`src/rtl/procyon_core_pkg.sv`:
```
// Core-wide state encodings.
package procyon_core_pkg;

  typedef enum logic [1:0] {
    PCYN_CCU_RESP_IDLE = 2'd0,
    PCYN_CCU_RESP_BUSY = 2'd1,
    PCYN_CCU_RESP_DONE = 2'd2
  } pcyn_ccu_resp_state_t;

endpackage

```
`src/rtl/procyon_lib_pkg.sv`:
```
// Shared library types and helpers for CCU requesters and responders.
package procyon_lib_pkg;

  typedef enum logic [2:0] {
    PCYN_CCU_LEN_4B   = 3'd0,
    PCYN_CCU_LEN_8B   = 3'd1,
    PCYN_CCU_LEN_16B  = 3'd2,
    PCYN_CCU_LEN_32B  = 3'd3,
    PCYN_CCU_LEN_64B  = 3'd4,
    PCYN_CCU_LEN_128B = 3'd5
  } pcyn_ccu_len_t;

  // Unknown encodings fall back to the smallest transfer.
  function automatic logic [7:0] pcyn_ccu_len_to_bytes(input pcyn_ccu_len_t len);
    case (len)
      PCYN_CCU_LEN_4B:   return 8'd4;
      PCYN_CCU_LEN_8B:   return 8'd8;
      PCYN_CCU_LEN_16B:  return 8'd16;
      PCYN_CCU_LEN_32B:  return 8'd32;
      PCYN_CCU_LEN_64B:  return 8'd64;
      PCYN_CCU_LEN_128B: return 8'd128;
      default:           return 8'd4;
    endcase
  endfunction

endpackage

```
`src/rtl/procyon_ccu_beat_ctrl.sv`:
```
// Beat index counter with last-beat flag and beat address generator.
module procyon_ccu_beat_ctrl #(
  parameter int unsigned OPTN_ADDR_WIDTH    = 32,
  parameter int unsigned OPTN_MEM_DATA_SIZE = 4,
  parameter int unsigned CNT_W              = 4
) (
  input  logic                       clk,
  input  logic                       rst,
  input  logic                       load,
  input  logic [OPTN_ADDR_WIDTH-1:0] load_base,
  input  logic [CNT_W-1:0]           load_nbeats,
  input  logic                       advance,
  output logic [CNT_W-1:0]           beat_idx,
  output logic                       last,
  output logic [OPTN_ADDR_WIDTH-1:0] addr
);

  localparam int unsigned MEM_SHIFT = $clog2(OPTN_MEM_DATA_SIZE);

  logic [CNT_W-1:0]           idx_q;
  logic [CNT_W-1:0]           last_idx_q;
  logic [OPTN_ADDR_WIDTH-1:0] base_q;

  always_ff @(posedge clk) begin
    if (rst) begin
      idx_q      <= '0;
      last_idx_q <= '0;
      base_q     <= '0;
    end else if (load) begin
      idx_q      <= '0;
      last_idx_q <= load_nbeats - CNT_W'(1);
      base_q     <= load_base;
    end else if (advance) begin
      idx_q      <= idx_q + CNT_W'(1);
    end
  end

  assign beat_idx = idx_q;
  assign last     = (idx_q == last_idx_q);
  assign addr     = base_q + (OPTN_ADDR_WIDTH'(idx_q) << MEM_SHIFT);

endmodule

```
`src/rtl/procyon_ccu_mem_responder.sv`:
```
// CCU responder: splits one line request into memory-bus beats and assembles read lines.
module procyon_ccu_mem_responder
  import procyon_lib_pkg::*;
  import procyon_core_pkg::*;
#(
  parameter int unsigned OPTN_ADDR_WIDTH    = 32,
  parameter int unsigned OPTN_MAX_LINE_SIZE = 32,
  parameter int unsigned OPTN_MEM_DATA_SIZE = 4
) (
  input  logic                            clk,
  input  logic                            rst,
  input  logic                            i_ccu_en,
  input  logic                            i_ccu_we,
  input  pcyn_ccu_len_t                   i_ccu_len,
  input  logic [OPTN_ADDR_WIDTH-1:0]      i_ccu_addr,
  input  logic [OPTN_MAX_LINE_SIZE*8-1:0] i_ccu_data,
  output logic                            o_ccu_done,
  output logic [OPTN_MAX_LINE_SIZE*8-1:0] o_ccu_data,
  output logic                            o_mem_req,
  output logic                            o_mem_we,
  output logic [OPTN_ADDR_WIDTH-1:0]      o_mem_addr,
  output logic [OPTN_MEM_DATA_SIZE*8-1:0] o_mem_wdata,
  input  logic                            i_mem_ack,
  input  logic [OPTN_MEM_DATA_SIZE*8-1:0] i_mem_rdata
);

  localparam int unsigned LINE_W    = OPTN_MAX_LINE_SIZE * 8;
  localparam int unsigned MEM_W     = OPTN_MEM_DATA_SIZE * 8;
  localparam int unsigned MAX_BEATS = OPTN_MAX_LINE_SIZE / OPTN_MEM_DATA_SIZE;
  localparam int unsigned CNT_W     = $clog2(MAX_BEATS + 1);
  localparam int unsigned MEM_SHIFT = $clog2(OPTN_MEM_DATA_SIZE);

  pcyn_ccu_resp_state_t state_q, state_d;

  logic                       we_q;
  logic [LINE_W-1:0]          line_q;
  logic                       load;
  logic                       advance;
  logic [CNT_W-1:0]           beat_idx;
  logic                       beat_last;

  logic [7:0]                 req_bytes;
  logic [7:0]                 req_span;
  logic [CNT_W-1:0]           req_nbeats;
  logic [OPTN_ADDR_WIDTH-1:0] req_base;

  // Span is the clamped length, widened to at least one beat; it sets both the
  // beat count and the base-address alignment.
  always_comb begin
    req_bytes = pcyn_ccu_len_to_bytes(i_ccu_len);
    if (req_bytes > 8'(OPTN_MAX_LINE_SIZE)) req_bytes = 8'(OPTN_MAX_LINE_SIZE);
    req_span = req_bytes;
    if (req_bytes < 8'(OPTN_MEM_DATA_SIZE)) req_span = 8'(OPTN_MEM_DATA_SIZE);
    req_nbeats = CNT_W'(req_span >> MEM_SHIFT);
    req_base   = i_ccu_addr & ~(OPTN_ADDR_WIDTH'(req_span) - OPTN_ADDR_WIDTH'(1));
  end

  procyon_ccu_beat_ctrl #(
    .OPTN_ADDR_WIDTH    (OPTN_ADDR_WIDTH),
    .OPTN_MEM_DATA_SIZE (OPTN_MEM_DATA_SIZE),
    .CNT_W              (CNT_W)
  ) u_beat_ctrl (
    .clk         (clk),
    .rst         (rst),
    .load        (load),
    .load_base   (req_base),
    .load_nbeats (req_nbeats),
    .advance     (advance),
    .beat_idx    (beat_idx),
    .last        (beat_last),
    .addr        (o_mem_addr)
  );

  always_ff @(posedge clk) begin
    if (rst) state_q <= PCYN_CCU_RESP_IDLE;
    else     state_q <= state_d;
  end

  always_comb begin
    state_d    = state_q;
    load       = 1'b0;
    advance    = 1'b0;
    o_mem_req  = 1'b0;
    o_mem_we   = 1'b0;
    o_ccu_done = 1'b0;
    case (state_q)
      PCYN_CCU_RESP_IDLE: begin
        if (i_ccu_en) begin
          load    = 1'b1;
          state_d = PCYN_CCU_RESP_BUSY;
        end
      end
      PCYN_CCU_RESP_BUSY: begin
        o_mem_req = 1'b1;
        o_mem_we  = we_q;
        if (i_mem_ack) begin
          advance = 1'b1;
          if (beat_last) state_d = PCYN_CCU_RESP_DONE;
        end
      end
      PCYN_CCU_RESP_DONE: begin
        o_ccu_done = 1'b1;
        state_d    = PCYN_CCU_RESP_IDLE;
      end
      default: state_d = PCYN_CCU_RESP_IDLE;
    endcase
  end

  // One buffer serves both directions: write line on writes, assembled data on reads.
  always_ff @(posedge clk) begin
    if (rst) begin
      we_q   <= 1'b0;
      line_q <= '0;
    end else if (load) begin
      we_q   <= i_ccu_we;
      line_q <= i_ccu_we ? i_ccu_data : '0;
    end else if (advance && !we_q) begin
      line_q[beat_idx*MEM_W +: MEM_W] <= i_mem_rdata;
    end
  end

  assign o_mem_wdata = line_q[beat_idx*MEM_W +: MEM_W];
  assign o_ccu_data  = line_q;

endmodule

```
`config.mk`:
```
export PLATFORM = sky130hd
export DESIGN_NAME = procyon_ccu_mem_responder
export DESIGN_NICKNAME = d
export VERILOG_FILES = /design/src/rtl/procyon_core_pkg.sv /design/src/rtl/procyon_lib_pkg.sv /design/src/rtl/procyon_ccu_beat_ctrl.sv /design/src/rtl/procyon_ccu_mem_responder.sv
export SDC_FILE = /design/constraint.sdc
export NUM_CORES = 1
export LEC_CHECK = 0
export ABC_CLOCK_PERIOD_IN_PS = 3400
export CAP_MARGIN = 15
export CORE_AREA = 2 2 255 257
export CTS_CLUSTER_SIZE = 8
export DETAILED_ROUTE_END_ITERATION = 10
export DIE_AREA = 0 0 257 259
export PLACE_DENSITY = 0.54
export REMOVE_ABC_BUFFERS = 1
export SLEW_MARGIN = 10
export SYNTH_ARGS = -nofsm -noshare
export SYNTH_HDL_FRONTEND = slang
export SYNTH_HIERARCHICAL = 1
export SYNTH_SLANG_ARGS = --single-unit
```
`constraint.sdc`:
```
create_clock -name clk -period 3.4 [get_ports clk]
set_clock_uncertainty 0.05 [all_clocks]
set_input_delay 1.02 -clock clk [delete_from_list [all_inputs] [get_ports clk]]
set_output_delay 1.02 -clock clk [all_outputs]
set_load 0.03 [all_outputs]
```
* Word-level counts from Yosys, hierarchy flattened *
Index checks and enable logic that the tools add are counted.

operators by class
  $add $sub $neg = 5
  order comparisons = 2
  eq/ne operators = 11
  shift operators = 3
  multiplexer cells = 18
  bitwise logic cells = 2
  reduce and logical (&&, ||, !) cells = 6

operators with widths
  cell                       count
  $mux 256                   3
  $bwmux 256                 1
  $shift 32x34->256 const A  1
  $shiftx 256x10->32         1
  $shiftx 32x34->256         1
  $pmux 8 s5                 1
  $neg 9->34                 1
  $add 32x6->32              1
  $and 32x32->32             1
  $not 32->32                1
  $mux 8                     2
  $sub 8x1->9 const B        1
  $gt 8x6->1 const B         1
  $lt 8x3->1 const B         1
  $mux 1                     7
  $eq 3x2->1 const B         2
  $eq 3x3->1 const B         2
  $mux 2                     3
  $ne 2x2->1 const B         3
  $add 4x1->4 const B        1
  $eq 4x4->1                 1
  $pmux 2 s2                 1
  $sub 4x1->4 const B        1
  $eq 3x1->1 const B         1
  8 further kinds            8

storage, ports and cells
  flip-flop bits (word level) = 299
  input port bits = 328

* Logic depth before layout (Yosys ltp) *
  depth after elaboration = 9
  mapped depth = 12
  depth with buffers taken out = 7

* Cells and area by module *
Netlist, hierarchy kept.

by module, submodules not included
  module                     times used  cells each  area an instance (um^2)
  procyon_ccu_mem_responder  1           1539        15194.6
  procyon_ccu_beat_ctrl      1           253         2331.0

* Least setup slack after synthesis *
No wires, ideal clock.

  path type = flip-flop to output port
  start = reg u_beat_ctrl.idx_q[0], in the netlist u_beat_ctrl/beat_idx[0]
  end = out o_mem_addr[14]
  data arrival time = 2.181 ns
  required time = 2.330 ns
  setup slack = 0.149 ns
  cell stages (with the launch flop) = 9
  path buffers = 1
  path through = dfxtp_1 > ha_1 > inv_1 > fa_1 > nor2b_1 > o31ai_1 > buf_2 > nor3_1 > xor2_1

on the way
  cells in the longest elaborated chain, start to end = 1

ends and longest elaborated chain
  element                 RTL line                         text
  start, declared         procyon_ccu_beat_ctrl.sv:20      logic [CNT_W-1:0] idx_q;
  start signal, assigned  procyon_ccu_beat_ctrl.sv:34      idx_q <= idx_q + CNT_W'(1);
  $add 32x6->32           procyon_ccu_beat_ctrl.sv:40      assign addr = base_q + (OPTN_ADDR_WIDTH'(idx_q) << MEM_SHIFT);
  end, declared           procyon_ccu_mem_responder.sv:21  output logic [OPTN_ADDR_WIDTH-1:0] o_mem_addr,

Every way passes these cells.

* Worst setup path in the final report *
  start = reg u_beat_ctrl.idx_q[0], in the netlist u_beat_ctrl/beat_idx[0]
  end = out o_mem_addr[16]

The elaborated chain is that of the path after synthesis.

==> metrics <==
status finished, violations left; failing checks negative setup slack; FFs w/ async S/R, synth 0%; R2R Path Start u_beat_ctrl/beat_idx[0]$_SDFFE_PP0P_; Logic pwr share 32.2%; P_int 7.77 mW; Slew headroom a little under half; max_cap viols 0; Psw 4.20 mW; gr usage total 28.7%; Crit. End Element primary output; Fin. Hold Viols 0; largest family of logic cells by synthesized area compound AO/OA/AOI/OAI gates; hold_ws roughly 440 ps; Starting DRT DRC Count between 1.5k and 2k; Most used DFF post-synth dfxtp_1; worst-path fanout max 7; Final Non-Filler Cells between 3k and 4k; RSZ-0062 raised after global routing yes; EDFF count, synth 0; worst r2r dst o_ccu_data[189]$_SDFFE_PP0P_; H-tree Lvls 2; hold-fix buffers at CTS 0; Cells after Synth 1,792; sequential element share of the synthesized area 34.2%; final instance area around 27,000 um^2; Reg power frac about a third; Setup WS pre-CTS between 10 and 15 ps; switching share of total power a little over a third; Synth Area per Inst 9.78 um^2; Reg clk slew, reported paths 50 ps; initial antenna violation count 17; mux cell area share after synthesis a little under an eighth; CP endpoint o_mem_addr[16]; ratio of cells with drive above 1 in the final layout approximately 22%; Congestion Overflow GR 0; post-layout min period about 3600 ps; Fillers 6,021; global-route wire length before repair 141,000 um; chip width 257 um; largest net degree at the start of global routing 113; post-placement cell area approximately 25,000 um^2; Power Dens Cells 440 nW/um^2; Max Slew Vio Count 0; Top Ports 651; Pre-Repair DR Iteration Count 8; period utilisation layout 107%; Post-DRT Antenna Nets 0; CP max-delay cell dfxtp_4; CTS root buf clkbuf_16; VDD IR max 0.311 mV; FF+latch count, synth 299; area of the mapped netlist about 18,000 um^2; drt total wl 100,000 um; Core Area 63,900 um^2; # setup viols final 44; CP startpoint kind register; layout net count 2,712; CTS buffer count 43; post-synthesis adder-cell area fraction 0.757%; IO Port Bufs between 600 and 700; Yosys warning count 6; fmax 0.275 GHz; CTS tree done; TNS Setup -5210 ps; total power 12.0 mW; worst r2r path cells 12; hpwl dp 68,800 um; WP data required 2330 ps; # rows 93; Area growth syn-to-layout 55.3%; Clock Latency Late Sink 570 ps; clk buf depth 3; Clock power frac 33.0%; Hold Crit Class reg -> reg; critical path cell sequence ha_4 > inv_2 > fa_2 > nor2b_4 > o31ai_4 > buf_12 > nor4_4 > xor2_1 > buf_4; Util after Layout 42.6%; Compound-Gate Fraction of Synth Area between 20% and 30%; # placed instances around 3.2k; Crit. Startpoint u_beat_ctrl/beat_idx[0]$_SDFFE_PP0P_; flop2flop setup slack roughly 100 ps; GPL Wtd Cong between 0.9 and 1; Post-Synth Simple-Gate Area 13.9%; Setup CP Type reg -> out; leak pwr 9.30 nW; Vias/cell between 5 and 6; Die ar. about 67,000 um^2; fin worst setup slack -242 ps; vias ~19k; Distinct cells, synth 64; Starting Density between 20% and 30%; Slew @ Worst Pin ~800 ps; drt drc 0; vias in the first global route slightly below 20k; WL/cell slightly above 30 um; height of the chip 259 um; xor/xnor share of the synthesized area 1.99%; Worst EP arrival 2570 ps; Crit path largest cell delay 380 ps; CTS sink count about 300
==> placed cells by master, fill, tap and decap left out, types with 4 or more instances in the layout <==
master	n
ha_4	4
inv_1	17
mux2i_1	65
buf_4	122
diode_2	11
a22oi_1	126
ha_1	5
a311oi_1	32
nor3_4	8
mux4_2	64
a221oi_2	112
nor4_4	12
a32oi_1	97
buf_6	7
a221oi_1	16
nor3_1	104
nor2_1	202
nand3_1	39
nor2_4	7
a21oi_1	5
buf_2	12
clkbuf_16	47
xnor2_1	11
clkdlybuf4s50_1	586
nor2b_1	4
a211oi_1	132
nand2_1	49
and2_1	31
buf_12	57
dfxtp_1	293
xor2_1	26
==> metal layers <==
metal / track usage [%] / wire [um] / part of all wire, % / vias to the layer above
met5: 0 / 45 / 0.045 / -
met4: 11.8 / 4070 / 4.1 / 8
met3: 7.64 / 9720 / 9.7 / 261
met2: 46.6 / 46700 / 47 / 1224
met1: 36.0 / 39900 / 40 / 9535
li1: - / - / - / 8190
==> synthesized netlist by cell type, types with 51 or more instances <==
library cell / count / share of area [%]
clkbuf_1: 112 / 2.4
nand2_1: 51 / 1.1
nor2_1: 209 / 4.5
mux4_2: 64 / 8.2
a22oi_1: 126 / 5.4
buf_2: 81 / 2.3
dfxtp_1: 299 / 34
a32oi_1: 97 / 4.8
nor3_1: 110 / 3.1
a211oi_1: 132 / 5.7
a221oi_2: 112 / 9.6
mux2i_1: 65 / 3.7
==> cells by family (layout without fill, tap and decap cells) <==
kind of cell	after synthesis	count (layout)
xor gates and xnor gates	39	39
and+or+nand+nor	494	494
DFF	299	299
muxes	129	129
AOI/OAI and AO/OA	543	543
buffers and inverters	277	863
other	1	13
adders and majority gates	10	10
==> flip-flops by register name, indices dropped and copies added, names as in the netlist <==
signal	cells
we_q	1
u_beat_ctrl/last_idx_q	4
u_beat_ctrl/beat_idx	4
u_beat_ctrl/base_q	32
o_ccu_data	256
state_q	2
==> cell type report <==
type,instances,area [um^2],area share (%)
antenna,11,27.5,0.101
sequential,299,6000,22.0
timing repair buffer,794,8270,30.4
multi-input combinational,1217,10600,39.0
inverter,19,83.8,0.308
clock buffer,46,1090,3.99
clock inverter,4,53.8,0.198
tap,855,1070,3.93
==> power groups by stage <==
stage | combinational (mW) | clock, mW | sequential (mW)
5_1_grt | 4.04 | 4.14 | 4.19
3_3_place_gp | 3.79 | 0 | 4.21
4_1_cts | 3.84 | 4.03 | 4.16
2_1_floorplan | 1.34 | 0 | 4.68
3_5_place_dp | 3.82 | 0 | 4.23
6_report | 3.86 | 3.95 | 4.17
==> worst max-delay path, delay by kind of cell, from the launching register on <==
family	cells	cell delay [ps]
buffers and inverters	3	410
AOI/OAI and AO/OA	1	120
xor gates and xnor gates	1	230
adders and majority gates	2	530
and+or+nand+nor	2	330
DFF	1	380
==> worst min path at each step <==
stage,from,to,depth (start not counted)
after floorplan,u_beat_ctrl/base_q[30]$_SDFFE_PP0P_,u_beat_ctrl/base_q[30]$_SDFFE_PP0P_,2
after global placement,u_beat_ctrl/base_q[2]$_SDFFE_PP0P_,u_beat_ctrl/base_q[2]$_SDFFE_PP0P_,2
after detailed placement,u_beat_ctrl/base_q[1]$_SDFFE_PP0P_,u_beat_ctrl/base_q[1]$_SDFFE_PP0P_,2
after CTS,u_beat_ctrl/last_idx_q[0]$_SDFFE_PP0P_,u_beat_ctrl/last_idx_q[0]$_SDFFE_PP0P_,2
after global routing,u_beat_ctrl/last_idx_q[1]$_SDFFE_PP0P_,u_beat_ctrl/last_idx_q[1]$_SDFFE_PP0P_,2
final,u_beat_ctrl/base_q[1]$_SDFFE_PP0P_,u_beat_ctrl/base_q[1]$_SDFFE_PP0P_,2
==> repair_timing <==
item / CTS / global route
gates cloned: 2 / 3
buffers inserted: 18 / 7
resized for setup: 167 / 69
endpoints found under the setup margin: 59 / 60
pin swaps: 31 / 17
No activity file was read; power rests on OpenSTA's default activity.
